==> src/rtl/scale_factor_sequencer.sv <==
// -----------------------------------------------------------------------------
// scale_factor_sequencer
//
// Purpose:
//   Sits between the pitch detector and the scale_factor LUT datapath.
//   It takes fundamental estimates, drives scale_factor for one full LUT sweep,
//   captures the resulting factor and presents it to the resampler as a stable,
//   registered scale value.
//   Between sweeps fundamental_valid is forced low for GAP_CYCLES cycles. This
//   lets scale_factor clear its internal enable and sweep counter before the
//   next request starts.
//
//   Also handled:
//     - back-to-back requests, through a single pending slot (newest wins)
//     - key changes during a sweep (the sweep is aborted and restarted)
//     - unvoiced frames (fundamental 0): unity scale, no sweep
//     - a sweep that never produces factor_valid (timeout)
//
// Ports:
//   clock, reset        system clock, synchronous active-high reset
//   fund_in             new fundamental estimate (16Q21 unsigned)
//   fund_in_valid       one-cycle strobe qualifying fund_in
//   key_in              requested key
//   fundamental         to scale_factor.fundamental
//   fundamental_valid   to scale_factor.fundamental_valid
//   key_select          to scale_factor.key_select
//   factor              from scale_factor.factor (2Q21)
//   factor_valid        from scale_factor.factor_valid
//   scale_out           currently applied scale factor (2Q21)
//   scale_out_valid     one-cycle strobe on each scale_out update
//   busy                high while a sweep or inter-sweep gap is in progress
//   timeout_err         one-cycle strobe when a sweep times out
//
// All outputs are driven straight from registers.
// -----------------------------------------------------------------------------
module scale_factor_sequencer #(
    parameter int FUNDAMENTAL_WIDTH = 38,
    parameter int SCALE_WIDTH       = 24,
    parameter int FRAC_BITS         = 21,
    parameter int TIMEOUT           = 128,
    parameter int GAP_CYCLES        = 3
) (
    input  logic                         clock,
    input  logic                         reset,
    input  logic [FUNDAMENTAL_WIDTH-1:0] fund_in,
    input  logic                         fund_in_valid,
    input  logic [1:0]                   key_in,
    output logic [FUNDAMENTAL_WIDTH-1:0] fundamental,
    output logic                         fundamental_valid,
    output logic [1:0]                   key_select,
    input  logic [SCALE_WIDTH-1:0]       factor,
    input  logic                         factor_valid,
    output logic [SCALE_WIDTH-1:0]       scale_out,
    output logic                         scale_out_valid,
    output logic                         busy,
    output logic                         timeout_err
);

    localparam int TCW = (TIMEOUT > 1) ? $clog2(TIMEOUT) : 1;
    localparam int GCW = (GAP_CYCLES > 1) ? $clog2(GAP_CYCLES) : 1;

    localparam logic [TCW-1:0]         TCNT_LAST = TCW'(TIMEOUT - 1);
    localparam logic [GCW-1:0]         GCNT_LAST = GCW'(GAP_CYCLES - 1);
    localparam logic [SCALE_WIDTH-1:0] UNITY     = SCALE_WIDTH'(64'd1 << FRAC_BITS);

    typedef enum logic [1:0] {
        ST_IDLE = 2'd0,
        ST_RUN  = 2'd1,
        ST_GAP  = 2'd2
    } state_t;

    // -------------------------------------------------------------------------
    // Registers
    // -------------------------------------------------------------------------
    state_t                         r_state;
    logic [FUNDAMENTAL_WIDTH-1:0]   r_fund;
    logic                           r_fund_vld;
    logic [1:0]                     r_key;
    logic [SCALE_WIDTH-1:0]         r_scale;
    logic                           r_scale_vld;
    logic                           r_busy;
    logic                           r_tout;
    logic [TCW-1:0]                 r_tcnt;
    logic [GCW-1:0]                 r_gcnt;
    logic                           r_pend_vld;
    logic [FUNDAMENTAL_WIDTH-1:0]   r_pend_fund;
    logic [1:0]                     r_pend_key;

    // -------------------------------------------------------------------------
    // Next-state values
    // -------------------------------------------------------------------------
    state_t                         w_state_nxt;
    logic [FUNDAMENTAL_WIDTH-1:0]   w_fund_nxt;
    logic                           w_fund_vld_nxt;
    logic [1:0]                     w_key_nxt;
    logic [SCALE_WIDTH-1:0]         w_scale_nxt;
    logic                           w_scale_vld_nxt;
    logic                           w_busy_nxt;
    logic                           w_tout_nxt;
    logic [TCW-1:0]                 w_tcnt_nxt;
    logic [GCW-1:0]                 w_gcnt_nxt;
    logic                           w_pend_vld_nxt;
    logic [FUNDAMENTAL_WIDTH-1:0]   w_pend_fund_nxt;
    logic [1:0]                     w_pend_key_nxt;

    // A request strobed in the last GAP cycle is newer than whatever sits in
    // the pending slot. It is dequeued directly instead of being lost when the
    // slot is cleared.
    logic                           w_pend_vld_eff;
    logic [FUNDAMENTAL_WIDTH-1:0]   w_pend_fund_eff;
    logic [1:0]                     w_pend_key_eff;

    assign w_pend_vld_eff  = r_pend_vld | fund_in_valid;
    assign w_pend_fund_eff = fund_in_valid ? fund_in : r_pend_fund;
    assign w_pend_key_eff  = fund_in_valid ? key_in  : r_pend_key;

    // -------------------------------------------------------------------------
    // Next-state / output decode
    // -------------------------------------------------------------------------
    always_comb begin
        w_state_nxt     = r_state;
        w_fund_nxt      = r_fund;
        w_fund_vld_nxt  = r_fund_vld;
        w_key_nxt       = r_key;
        w_scale_nxt     = r_scale;
        w_scale_vld_nxt = 1'b0;
        w_tout_nxt      = 1'b0;
        w_tcnt_nxt      = r_tcnt;
        w_gcnt_nxt      = r_gcnt;
        w_pend_vld_nxt  = r_pend_vld;
        w_pend_fund_nxt = r_pend_fund;
        w_pend_key_nxt  = r_pend_key;

        // While busy, every new request lands in the single pending slot.
        if (fund_in_valid && (r_state != ST_IDLE)) begin
            w_pend_vld_nxt  = 1'b1;
            w_pend_fund_nxt = fund_in;
            w_pend_key_nxt  = key_in;
        end

        case (r_state)
            ST_IDLE: begin
                if (fund_in_valid) begin
                    if (fund_in != '0) begin
                        w_state_nxt    = ST_RUN;
                        w_fund_nxt     = fund_in;
                        w_key_nxt      = key_in;
                        w_tcnt_nxt     = '0;
                        w_fund_vld_nxt = 1'b1;
                    end else begin
                        // Unvoiced frame: unity scale, no sweep.
                        w_scale_nxt     = UNITY;
                        w_scale_vld_nxt = 1'b1;
                    end
                end
            end

            ST_RUN: begin
                w_tcnt_nxt = r_tcnt + TCW'(1);
                if (factor_valid) begin
                    // A result beats a simultaneous key change or timeout.
                    w_scale_nxt     = factor;
                    w_scale_vld_nxt = 1'b1;
                    w_state_nxt     = ST_GAP;
                    w_gcnt_nxt      = '0;
                    w_fund_vld_nxt  = 1'b0;
                end else if (key_in != r_key) begin
                    // Restart the same pitch under the new key after the gap.
                    // A fresh request strobed this cycle already holds the
                    // new key and is newer, so it keeps the slot.
                    if (!fund_in_valid) begin
                        w_pend_vld_nxt  = 1'b1;
                        w_pend_fund_nxt = r_fund;
                        w_pend_key_nxt  = key_in;
                    end
                    w_state_nxt    = ST_GAP;
                    w_gcnt_nxt     = '0;
                    w_fund_vld_nxt = 1'b0;
                end else if (r_tcnt == TCNT_LAST) begin
                    w_tout_nxt     = 1'b1;
                    w_state_nxt    = ST_GAP;
                    w_gcnt_nxt     = '0;
                    w_fund_vld_nxt = 1'b0;
                end
            end

            ST_GAP: begin
                w_gcnt_nxt = r_gcnt + GCW'(1);
                if (r_gcnt == GCNT_LAST) begin
                    w_pend_vld_nxt = 1'b0;
                    w_state_nxt    = ST_IDLE;
                    if (w_pend_vld_eff) begin
                        if (w_pend_fund_eff != '0) begin
                            w_state_nxt    = ST_RUN;
                            w_fund_nxt     = w_pend_fund_eff;
                            w_key_nxt      = w_pend_key_eff;
                            w_tcnt_nxt     = '0;
                            w_fund_vld_nxt = 1'b1;
                        end else begin
                            w_scale_nxt     = UNITY;
                            w_scale_vld_nxt = 1'b1;
                        end
                    end
                end
            end

            default: begin
                w_state_nxt    = ST_IDLE;
                w_fund_vld_nxt = 1'b0;
            end
        endcase
    end

    // busy is registered from the next state, so it stays aligned with r_state.
    assign w_busy_nxt = (w_state_nxt != ST_IDLE);

    // -------------------------------------------------------------------------
    // State and output registers
    // -------------------------------------------------------------------------
    always_ff @(posedge clock) begin
        if (reset) begin
            r_state     <= ST_IDLE;
            r_fund      <= '0;
            r_fund_vld  <= 1'b0;
            r_key       <= '0;
            r_scale     <= UNITY;
            r_scale_vld <= 1'b0;
            r_busy      <= 1'b0;
            r_tout      <= 1'b0;
            r_tcnt      <= '0;
            r_gcnt      <= '0;
            r_pend_vld  <= 1'b0;
            r_pend_fund <= '0;
            r_pend_key  <= '0;
        end else begin
            r_state     <= w_state_nxt;
            r_fund      <= w_fund_nxt;
            r_fund_vld  <= w_fund_vld_nxt;
            r_key       <= w_key_nxt;
            r_scale     <= w_scale_nxt;
            r_scale_vld <= w_scale_vld_nxt;
            r_busy      <= w_busy_nxt;
            r_tout      <= w_tout_nxt;
            r_tcnt      <= w_tcnt_nxt;
            r_gcnt      <= w_gcnt_nxt;
            r_pend_vld  <= w_pend_vld_nxt;
            r_pend_fund <= w_pend_fund_nxt;
            r_pend_key  <= w_pend_key_nxt;
        end
    end

    assign fundamental       = r_fund;
    assign fundamental_valid = r_fund_vld;
    assign key_select        = r_key;
    assign scale_out         = r_scale;
    assign scale_out_valid   = r_scale_vld;
    assign busy              = r_busy;
    assign timeout_err       = r_tout;

endmodule
==> config.mk <==
export PLATFORM = sky130hd
export DESIGN_NAME = scale_factor_sequencer
export DESIGN_NICKNAME = d
export VERILOG_FILES = /design/src/rtl/scale_factor_sequencer.sv
export SDC_FILE = /design/constraint.sdc
export NUM_CORES = 1
export LEC_CHECK = 0
export BUFFER_PORTS_ARGS = -buffer_cell sky130_fd_sc_hd__buf_2
export CAP_MARGIN = 20
export CORE_ASPECT_RATIO = 0.6
export CORE_MARGIN = 5
export CORE_UTILIZATION = 58
export DETAILED_ROUTE_END_ITERATION = 8
export PLACE_DENSITY = 0.85
export SYNTH_ARGS = -nofsm -noshare
export SYNTH_HDL_FRONTEND = slang
export SYNTH_SLANG_ARGS = --single-unit
export TNS_END_PERCENT = 50
==> constraint.sdc <==
create_clock -name clock -period 4.3 [get_ports clock]
set_clock_uncertainty 0.15 [all_clocks]
set_input_delay 0.645 -clock clock [delete_from_list [all_inputs] [get_ports clock]]
set_output_delay 0.645 -clock clock [all_outputs]
set_load 0.01 [all_outputs]
Word-level counts from Yosys, hierarchy flattened --
Index checks and enable logic that the tools add are counted.
Storage, ports and cells: bits in registers 120, bits of input ports 68
Operators by class: mux-type cells 73, $add $sub $neg 2, reduce and logical (&&, ||, !) cells 15, equal/unequal tests 14, bitwise gates (word level) 2
Operators with widths (count):
- two-way mux 38 bit | 11
- two-way mux 24 bit | 6
- one-hot mux 38 bit (2 select lines) | 1
- nonzero test 38 bit | 2
- one-hot mux 24 bit (3 select lines) | 1
- two-way mux 2 bit | 20
- two-way mux 7 bit | 5
- two-way mux 1 bit | 22
- one-hot mux 7 bit (3 select lines) | 1
- AND reduction 6 bit | 3
- inequality test 2 bit (second input constant) | 8
- one-hot mux 2 bit (2 select lines) | 2
- nonzero test 2 bit | 4
- adder 7 x 1 -> 7 bit (second input constant) | 1
- == test 7 bit (second input constant) | 1
- AND reduction 7 bit | 1
- one-hot mux 1 bit (3 select lines) | 2
- one-hot mux 2 bit (3 select lines) | 1
- == test 2 bit (second input constant) | 2
- inequality test 4 bit (second input constant) | 1
- OR reduction 4 bit | 1
- nonzero test 3 bit | 1
- adder 2 x 1 -> 2 bit (second input constant) | 1
- == test 2 x 1 -> 1 bit (second input constant) | 1
- other kinds (7) | 7

Logic depth before layout (Yosys ltp) --
word-level depth 7, gate-level depth with buffers 11, gate-level depth less buffers 8

Worst setup path after synthesis --
OpenSTA, ideal clock, no wires.
kind in2reg, start input port fund_in[33], end register r_scale[14], in the netlist scale_out[14], slack 1652 ps, buffers on the path 2, stages on the path 8, data required time 4080 ps, arrival 2428 ps, library setup time 70 ps, cell sequence nor4_1 -> nand4_1 -> o31a_1 -> a311o_1 -> buf_6 -> buf_6 -> or3_1 -> a21oi_1
Between the ends: cells in the longest elaborated chain, start to end 4, elaborated cells between the ends (all ways) 6, classes of those cells eq/ne (2); mux (1); reduce/logical (3)
RTL lines:
- from (decl) | RTL line 45 | input logic [FUNDAMENTAL_WIDTH-1:0] fund_in,
- two-way mux 38 bit | RTL line 114 | assign w_pend_fund_eff = fund_in_valid ? fund_in : r_pend_fund;
- nonzero test 38 bit | RTL line 193 | if (w_pend_fund_eff != '0) begin
- inequality test 2 bit (no line)
- AND reduction 7 bit (no line) *
- to (signal assigned) | RTL line 240 | r_scale <= w_scale_nxt;
- to (decl) | RTL line 79 | logic [SCALE_WIDTH-1:0] r_scale;
Mark *: on every way between the ends. The rest lies on a longest branch, timed or not. A chain may end at the register's enable or synchronous reset.

Worst setup path in the final report --
start register r_state[0], end register r_scale[5], in the netlist scale_out[5]
Between the ends: cells in the longest elaborated chain, start to end 3, elaborated cells between the ends (all ways) 12, classes of those cells eq/ne (8); mux (1); reduce/logical (3)
RTL lines:
- from (decl) | RTL line 75 | state_t r_state;
- from (signal assigned) | RTL line 236 | r_state <= w_state_nxt;
- == test 2 bit (tied with other cells) | RTL line 141 | case (r_state)
- inequality test 2 bit (no line) or nonzero test 3 bit (tied branches)
- AND reduction 7 bit (no line)
Parallel ways exist; a longest one is shown, timed or not.

==> results.py <==
metrics = {
    "status": {
        "status": "finished clean",
    },
    "clock_tree": {
        "htreeDepth": 4,
        "root_buffer": "clkbuf_16",
        "cts_buffer_depth": 2,
        "postCtsSetupBuffers": 0,
        "ctsHoldBuffers": 0,
        "cts_buffers": 17,
        "clock_sinks": 120,
        "insertion_delay_ns": 0.41,
        "cts_tree": "yes",
        "ctsResizeCount": 0,
        "clk_pin_slew_worst_paths_ns": 0.05,
    },
    "cells_and_area": {
        "regArea_um2": 2402,
        "fill_cells": 784,
        "final_util_pct": 72.96,
        "num_antenna_cells": 0,
        "multi_input_area_um2": 3213,
        "final_cells": 926,
        "finalNetCount": 854,
        "drive_above_1_share_pct": 24.02,
        "area_growth_pct": 22.68,
    },
    "global_route": {
        "grt_pass1_wl_um": 29050,
        "grt_util_all_layers_pct": 29.46,
        "first_global_vias": 5692,
        "overflow": 0,
        "grt_start_max_net_pins": 85,
        "antenna_found_initial": 1,
    },
    "die": {
        "die_w_um": 139.9,
        "die_area_um2": 12310,
        "start_util_pct": 59.47,
        "fp.dieH_um": 87.97,
        "ios": 136,
        "fp-row-count": 28,
        "core_um2": 9879,
    },
    "timing": {
        "relSlewSlack_pct": 41.53,
        "fmax_ghz": 0.2987,
        "layout_min_cycle_time_ns": 3.348,
        "hold_viol": 0,
        "worst_pin_slew_ns": 0.8771,
        "grt_setup_unrepaired": "false",
        "maxSlewViolCount": 0,
        "setup_viol": 0,
        "whs_ns": 0.3076,
        "tns_ns": 0,
        "fin_crit_sh_pct": 77.85,
    },
    "place": {
        "gp_congestion": 0.9132,
        "dp_hpwl_um": 12280,
        "place.port_buffers": 135,
        "dpl.cell_count": 895,
    },
    "setup_path": {
        "criticalPathCategory": "flip-flop to flip-flop",
        "timing.rr.end": "scale_out[5]",
        "r2r-start": "r_state[0]",
        "rr_worst_depth": 9,
        "crit_required_ns": 4.48,
        "start_kind": "flip-flop",
        "rrSetupSlack_ns": 0.95,
        "cp.arrival_ns": 3.53,
        "critical_path.max_fanout": 34,
        "setup.worst_path.end_class": "flip-flop",
    },
    "yosys": {
        "syn_area_per_cell_um2": 8.692,
        "synth-edff-count": 0,
        "syn_area_um2": 5876,
        "ys.flop_type": "dfxtp_1",
        "ys_warn_count": 0,
        "async_reset_ff_share_pct": 0,
        "syn_inst": 676,
        "ys_types": 47,
        "synth_seq_cells": 120,
        "synth_seq_area_share_pct": 40.89,
        "syn-num-nets": 751,
    },
    "power": {
        "power_density_nw_per_um2": 499.3,
        "ir_drop_mv": 0.3733,
        "p_comb_share_pct": 22.2,
        "intPower_mw": 2.513,
        "swShare_pct": 30.18,
        "power_switching_mw": 1.086,
        "power_frac_clock_pct": 40.0,
        "power_mw": 3.599,
        "p_seq_share_pct": 37.8,
        "p_leak_nw": 3.168,
    },
    "hold_path": {
        "hp-start": "r_gcnt[0]",
        "min_to": "r_gcnt[0]",
        "hold_path_depth": 2,
        "min-delay-path-class": "flip-flop to flip-flop",
    },
    "routing": {
        "antenna_left": 0,
        "dr_total_vias": 5849,
        "drt-total-wl_um": 18290,
        "drcViolationCount": 0,
        "first_pass_iters": 6,
        "wire_per_inst_um": 19.75,
        "viasPerCell": 6.316,
        "drt_iter0_markers": 651,
    },
    "job": {
        "maxCapViolCount": 0,
    },
}
## how the worst max path moves through the flow
stage | endpoint | from | depth (start not counted) | slack [ns]
2_1_floorplan | scale_out[14] | fund_in[33] | 8 | 1.65
3_3_place_gp | scale_out[8] | fund_in[36] | 7 | 0.71
3_5_place_dp | scale_out[3] | fund_in[36] | 8 | 0.77
4_1_cts | scale_out[5] | r_state[0] | 9 | 1.00
5_1_grt | scale_out[7] | r_state[0] | 9 | 0.74
6_report | scale_out[5] | r_state[0] | 9 | 0.95
## sequential cells by signal (all words and copies together) (netlist names), 2 cells and up
register     cells
r_tcnt           7
r_pend_key       2
key_select       2
r_gcnt           2
r_state          2
r_pend_fund     38
scale_out       24
fundamental     38
## kinds of logic after synthesis
family	count (synthesis)	share of synthesized area [%]
xor gates and xnor gates	2	0.2982
buffers and inverters	70	4.813
DFF	120	40.89
adders and majority gates	7	1.491
AOI/OAI and AO/OA	205	22.04
muxes	80	13.63
and+or+nand+nor	192	16.84
## stage by stage
| step | instance area [um2] | setup WS [ns] |
|---|---|---|
| floorplan | 5876 | 1.652 |
| global placement | 6584 | 0.7143 |
| detailed placement | 6611 | 0.7669 |
| CTS | 7208 | 1.001 |
| global route | 7208 | 0.7394 |
| finish | 7208 | 0.9525 |
## worst max-delay path, cell delays in order, from the launching register on
cell	delay [ns]
dfxtp_1	0.40
inv_1	0.11
ha_1	0.35
nor2b_1	0.26
nor4_4	0.60
nand2_1	0.12
a311o_1	0.49
buf_16	0.25
or3_1	0.36
a21oi_1	0.15
## cells in the mapped netlist, types with 3 or more instances
cell type,count,area share [%]
nand4_1,6,0.64
nand2_1,46,2.9
nor2b_1,6,0.64
nand2b_1,3,0.32
or3_1,26,2.8
inv_1,7,0.45
o41ai_1,4,0.60
nor4_1,14,1.5
nor4_2,3,0.64
nor2_1,53,3.4
buf_2,4,0.34
ha_1,7,1.5
clkbuf_1,52,3.3
nor3_1,6,0.51
dfxtp_1,120,41
nand3_1,12,1.0
a211oi_1,79,10
mux2i_1,80,14
a21oi_1,72,6.1
buf_1,5,0.32
o21ai_0,34,2.9
## cell type report
cell class	count	share of cell area (%)
clock inverters	9	1.701
clock buffers	22	6.579
well taps	135	2.343
inverters	7	0.3645
flip-flops and latches	120	33.33
multi-input cells	486	44.58
repair buffers	147	11.11
## power groups by stage
stage               Combinational, mW  Clock, mW  Sequential (mW)
floorplan                       0.472          0             1.39
global placement                0.741          0             1.36
detailed placement              0.781          0             1.37
CTS                             0.791       1.45             1.35
global route                    0.874       1.50             1.37
finish                          0.798       1.44             1.36
## per-layer routing
layer,part of all wire (%),track usage (%),up-vias
met4,1.5,10.82,2
met5,0.060,0,-
met2,44,43.96,284
li1,-,-,2716
met3,10,9.602,32
met1,44,40.25,2815
## cell usage in the layout (no fill, tap or decap), drive strengths merged, types with 18 or more instances in the layout
master,instances
buf,147
a21oi,72
a211oi,79
nor4,18
mux2i,80
nor2,53
nand2,46
o21ai,34
dfxtp,120
clkbuf,22
or3,27
Note: power is estimated with default switching activity, not from simulation.
